`src/rtl/i2c_to_nitta_collector_pkg.sv`:
```
// Shared I2C chunking definitions, used by both the collector and the splitter.
package i2c_to_nitta_collector_pkg;

    // Width of one I2C chunk unless the instantiating block overrides it.
    localparam int I2C_DATA_WIDTH_DEFAULT = 8;

    // Number of I2C chunks that make up one NITTA word.
    function automatic int chunk_count(input int data_width, input int i2c_width);
        return data_width / i2c_width;
    endfunction

    // Chunk counter width; a single-chunk word still needs a one-bit counter.
    function automatic int cnt_width(input int chunks);
        return (chunks <= 1) ? 1 : $clog2(chunks);
    endfunction

endpackage

```
`src/rtl/i2c_to_nitta_collector.sv`:
```
// Collects MSB-first I2C chunks into a NITTA word and strobes collector_ready
// for one cycle when a full word is published on to_nitta.
module i2c_to_nitta_collector
    import i2c_to_nitta_collector_pkg::*;
#(
    parameter int DATA_WIDTH     = 32,
    parameter int ATTR_WIDTH     = 0,
    parameter int I2C_DATA_WIDTH = I2C_DATA_WIDTH_DEFAULT
) (
    input  logic                      clk,
    input  logic                      rst,
    input  logic                      i2c_ready,
    input  logic [I2C_DATA_WIDTH-1:0] from_i2c,
    input  logic                      i2c_sync,
    output logic [DATA_WIDTH-1:0]     to_nitta,
    output logic                      collector_ready,
    output logic                      frame_error
);

    localparam int CHUNKS    = chunk_count(DATA_WIDTH, I2C_DATA_WIDTH);
    localparam int CNT_WIDTH = cnt_width(CHUNKS);
    localparam logic [CNT_WIDTH-1:0] LAST_CHUNK = CNT_WIDTH'(CHUNKS - 1);

    // Parameter sanity: partial chunks and attribute ports are not supported.
    if (DATA_WIDTH % I2C_DATA_WIDTH != 0) begin : g_bad_width
        $error("DATA_WIDTH must be a multiple of I2C_DATA_WIDTH");
    end
    if (ATTR_WIDTH != 0) begin : g_bad_attr
        $error("ATTR_WIDTH > 0 is not supported");
    end

    logic                  ready_prev;
    logic                  take;
    logic                  complete;
    logic [CNT_WIDTH-1:0]  chunk_cnt;
    logic [CNT_WIDTH-1:0]  cnt_base;
    logic [DATA_WIDTH-1:0] next_word;

    // A chunk is taken only on the rising edge of i2c_ready, so a long level is one chunk.
    assign take = i2c_ready & ~ready_prev;

    // Sync realigns before the chunk in the same cycle is counted, so that chunk is chunk 0.
    assign cnt_base = i2c_sync ? '0 : chunk_cnt;
    assign complete = take & (cnt_base == LAST_CHUNK);

    if (CHUNKS > 1) begin : g_shift
        // Only the older chunks need storage; the newest comes straight from from_i2c.
        logic [DATA_WIDTH-I2C_DATA_WIDTH-1:0] shift_q;

        assign next_word = {shift_q, from_i2c};

        // Shift the accepted chunk in from the LSB end.
        always_ff @(posedge clk or negedge rst) begin
            if (!rst) begin
                shift_q <= '0;
            end else if (take) begin
                shift_q <= next_word[DATA_WIDTH-I2C_DATA_WIDTH-1:0];
            end
        end
    end else begin : g_single
        assign next_word = from_i2c;
    end

    // Edge history, chunk counter, published word, strobe and sticky framing error.
    always_ff @(posedge clk or negedge rst) begin
        if (!rst) begin
            ready_prev      <= 1'b1;
            chunk_cnt       <= '0;
            to_nitta        <= '0;
            collector_ready <= 1'b0;
            frame_error     <= 1'b0;
        end else begin
            ready_prev      <= i2c_ready;
            collector_ready <= complete;

            if (take) begin
                chunk_cnt <= complete ? '0 : cnt_base + 1'b1;
            end else if (i2c_sync) begin
                chunk_cnt <= '0;
            end

            if (complete) begin
                to_nitta <= next_word;
            end

            // A sync landing mid-word wins over a completion; they cannot coincide
            // with a nonzero counter except when the sync itself discards the word.
            if (i2c_sync && (chunk_cnt != '0)) begin
                frame_error <= 1'b1;
            end else if (complete) begin
                frame_error <= 1'b0;
            end
        end
    end

endmodule

```
`config.mk`:
```
export PLATFORM = sky130hd
export DESIGN_NAME = i2c_to_nitta_collector
export DESIGN_NICKNAME = d
export VERILOG_FILES = /design/src/rtl/i2c_to_nitta_collector_pkg.sv /design/src/rtl/i2c_to_nitta_collector.sv
export SDC_FILE = /design/constraint.sdc
export NUM_CORES = 1
export LEC_CHECK = 0
export CAP_MARGIN = 20
export CORE_MARGIN = 2
export CORE_UTILIZATION = 46
export DETAILED_ROUTE_END_ITERATION = 10
export PLACE_DENSITY = 0.74
export SLEW_MARGIN = 20
export SYNTH_ARGS = -nofsm -noshare
export SYNTH_HDL_FRONTEND = slang
export SYNTH_SLANG_ARGS = --single-unit
```
`constraint.sdc`:
```
create_clock -name clk -period 1.65 [get_ports clk]
set_clock_uncertainty 0.05 [all_clocks]
set_input_delay 0.495 -clock clk [delete_from_list [all_inputs] [get_ports clk]]
set_output_delay 0.495 -clock clk [all_outputs]
set_load 0.1 [all_outputs]
```
# Yosys cells after proc, flatten, opt, wreduce, memory -nomap -nowiden
# Index checks and enable logic that the tools add are counted.
# word_totals
inputBits	12
elab_cells	19
reg_bits	61
# op_classes
n_reduce_logical	3
muxes	5
eq_ne	1
bitwise	3
add_sub_neg	1
# ops
operator	count
$mux 2	3
$reduce_bool 2->1	2
$add 2x1->2 const B	1
$and 1x1->1	2
$eq 2x2->1 const B	1
$mux 1	2
$logic_and 1x1->1	1
$not 1->1	1

# Longest topological paths before layout
# depth
depth_word	5
depth_mapped	6

# Worst setup path after synthesis
# No wires, ideal clock.
# synth_timing
path_type	input port to flip-flop
startpoint	in i2c_sync
endpoint	reg to_nitta[23]
slack_ps	-128
required_ps	1474
arrival_ps	1602
cell_stages	6
path_cell_list	nor2b_1 -> ha_1 -> nand3b_4 -> inv_4 -> buf_6 -> mux2_4
# synth_via
elab_chain_len	3
# synth_rtl
element	line_no	text
start: declaration	i2c_to_nitta_collector.sv:14	input logic i2c_sync,
$mux 2	n/a	
$eq 2x2->1	i2c_to_nitta_collector.sv:44	assign complete = take & (cnt_base == LAST_CHUNK);
$and 1x1->1	i2c_to_nitta_collector.sv:44	
named net complete	i2c_to_nitta_collector.sv:34	logic complete;
end signal: assignment	i2c_to_nitta_collector.sv:83	to_nitta <= next_word;
end: declaration	i2c_to_nitta_collector.sv:15	output logic [DATA_WIDTH-1:0] to_nitta,
# The timed path passes the listed nets, and every way through them passes these cells.
# A chain may end at the register's enable or synchronous reset.

# Final worst setup path
# layout_timing
startpoint	reg chunk_cnt[1]
endpoint	reg to_nitta[10]
# layout_via
elab_chain_len	3
# layout_rtl
element	line_no	text
start: declaration	i2c_to_nitta_collector.sv:35	logic [CNT_WIDTH-1:0] chunk_cnt;
start signal: assignment	i2c_to_nitta_collector.sv:77	chunk_cnt <= complete ? '0 : cnt_base + 1'b1;
$mux 2	n/a	
$eq 2x2->1	i2c_to_nitta_collector.sv:44	
$and 1x1->1	i2c_to_nitta_collector.sv:44	
# No other way between the ends.

==> metrics <==
clk_lat worst skew=0.34 ns; vias in the first global route=1429; clk root buf=clkbuf_8; top sig layer=met4; Final Setup Violations=0; Nets=206; final non-filler cell area=around 3600 um^2; Vias per Instance=4.728; sequential-to-total area share from yosys stat=around 63%; crit path DAT=between 1.5 and 2 ns; first-pass GRT wire length=7369 um; Hold Path Class=in -> async; diode count=0; Starting Density=between 40% and 50%; layout cells sized above 1=between 50 and 60%; Main synth FF type=dfrtp_1; initial antenna violation count=0; Post-Syn Area=2429 um^2; Worst-Margin Slew=0.3185 ns; Post-synth EDFFs=0; CTS tree=yes; Critical Path Start Type=flip-flop; Leakage=1.743 nW; Mean Syn Cell Area=18.12 um^2; met3 wire length=165 um; Total GRT Usage=about 16%; Req. time, crit path=1.80 ns; outcome=completed; largest net degree at the start of global routing=62; Int Power=0.002992 W; Boundary Pins=46; mux share of post-synthesis cell area=between 30 and 40%; Rel. slew slack=roughly four fifths; cell row count=26; clock net sink count=61; Max Slew Vio Count=0; Area growth, synth to finish=48.48%; sequential power share=43.8%; htree depth=3; Cells after Synth=134; Final ANT Viol Nets=0; Max-Cap Viols=0; DR WL met2=2201 um; M1 wire length=roughly 2000 um; DR WL/cell=between 15 and 20 um; grt ovf=0; element type at the critical path end=flip-flop; top cell type by total area after synthesis=dfrtp_1; die height=roughly 77 um; Post-Synth Simple-Gate Area=1.906%; post-synthesis compound-gate area fraction=less than 1%; Die Area=5877 um^2; fin cells=roughly 270; # DRC=0; number of I/O port buffers=45; Longest Clk Path Bufs=2; Critical Path Fanout Max=8; vias=~1300; Yosys cell types=17; final worst path period share=94.21%; Final HPWL DP=2840 um; RSZ-0062 raised after global routing=no; Max Freq=0.6433 GHz; Final Wtd Congestion=0.6779; xor/xnor share of the synthesized area=0.3606%; register bit total from synthesis=61; min cycle time layout=1.554 ns; PwrDens=~1200 nW/um^2; wirelength, routed=about 4400 um; Die Wd=76.66 um; worst setup path class=reg -> reg; drt first pass iters=4; core area=5107 um^2; cts hold-fix bufs=0; sw frac=30.04%; final hold vios=0; Combinational Power Share=between 20% and 30%; Synth top area share=61.82%; Area contributors post-synth=dfrtp_1, mux2_4, mux2_1; syn_nets=147; YS warnings=0; Num CTS Buffers=9; largest family of logic cells by synthesized area=multiplexers; Post-synth ARST share=100.0%; P_sw=0.001285 W; Synth Area in Adders=0.5152%; clock power share=32.1%; placed cells=250; First DRT Iteration DRCs=71; Pwr Total=~0.0043 W; area post-placement=3357 um^2; Worst-path clk slew=0.06 ns; maximum VDD drop=0.7615 mV
==> kinds of logic after synthesis <==
kind of cell / after synthesis
flops: 61
mux: 57
buf+inv: 7
simple gates: 5
compound gates: 2
xor+xnor: 1
fa+ha+maj: 1
==> flip-flops by register name, indices dropped and copies added (netlist names) <==
register and cells:
ready_prev 1, g_shift.shift_q 24, collector_ready 1, frame_error 1, to_nitta 32, chunk_cnt 2
==> synthesized netlist by cell type, types with 2 or more instances <==
| cell type | count |
|---|---|
| mux2_2 | 11 |
| buf_6 | 2 |
| dfrtp_1 | 60 |
| mux2_1 | 19 |
| mux2_4 | 27 |
| buf_12 | 2 |
| nor2b_1 | 3 |
==> cells in the final DEF (no fill, tap or decap), types with 2 or more instances in the layout <==
master           count
dfrtp_1             60
nor2b_4              2
buf_12              38
clkbuf_8            12
buf_4                3
clkdlybuf4s50_1      8
mux2_1              19
mux2_2              11
clkinv_2             3
mux2_4              27
==> power by group through the flow <==
stage	combinational, W	sequential, W	clock (W)
2_1_floorplan	0.000294	0.00222	0
3_3_place_gp	0.00102	0.00188	0
3_5_place_dp	0.00103	0.00190	0
4_1_cts	0.00104	0.00187	0.00140
5_1_grt	0.00107	0.00190	0.00146
6_report	0.00103	0.00187	0.00137
==> routing by layer <==
metal | global-route usage [%] | vias to the layer above
met5 | 0 | -
met4 | 9.273 | 0
met3 | 4.941 | 9
met2 | 24.82 | 34
met1 | 21.28 | 638
li1 | - | 586
==> final timing paths <==
kind / start / endpoint / slack, ns / cells past startpoint
max in group asynchronous: rst / ready_prev / 1.13 / 2
setup / recovery: chunk_cnt[1] / to_nitta[10] / 0.1 / 5
hold / removal: rst / to_nitta[15] / 0.11 / 2
hold reg to reg: g_shift.shift_q[16] / to_nitta[24] / 0.46 / 1
min in group clk: i2c_ready / ready_prev / 0.26 / 1
setup reg to reg: chunk_cnt[1] / to_nitta[10] / 0.1 / 5
==> area by class of cell <==
type                    instances  area (um^2)
clock inverters                 4        45.04
well taps                      70        87.58
repair buffers                 53        910.9
multi-input cells              66        849.6
fillers                       324         1501
clock buffers                  12        165.2
flip-flops and latches         61         1528
inverters                       2        20.02
==> worst max-delay path, stage by stage, from the launching register on <==
cell and delay (ns):
dfrtp_1 0.35, nor2b_4 0.18, ha_4 0.16, nand3b_4 0.16, buf_12 0.19, mux2_1 0.33
==> what timing repair did <==
action / CTS / global route
endpoints found under the setup margin: 32 / 17
cloned: 0 / 1
pin swaps: 0 / 1
setup buffers: 0 / 1
gates resized for setup: 3 / 4
==> metrics by stage <==
stage | hold WS [ns] | setup TNS, ns | utilization [%] | worst slack, ns
6_report | 0.1149 | 0 | 70.60 | 0.09555
5_1_grt | 0.1280 | 0 | 70.60 | 0.02648
4_1_cts | 0.1178 | 0 | 69.97 | 0.004202
3_5_place_dp | 0.4452 | -25.06 | 65.73 | -0.5918
3_3_place_gp | 0.4457 | -21.83 | 65.73 | -0.4986
2_1_floorplan | 0.1494 | 0 | - | 0.01669
Note: power is estimated with default switching activity, not from simulation.
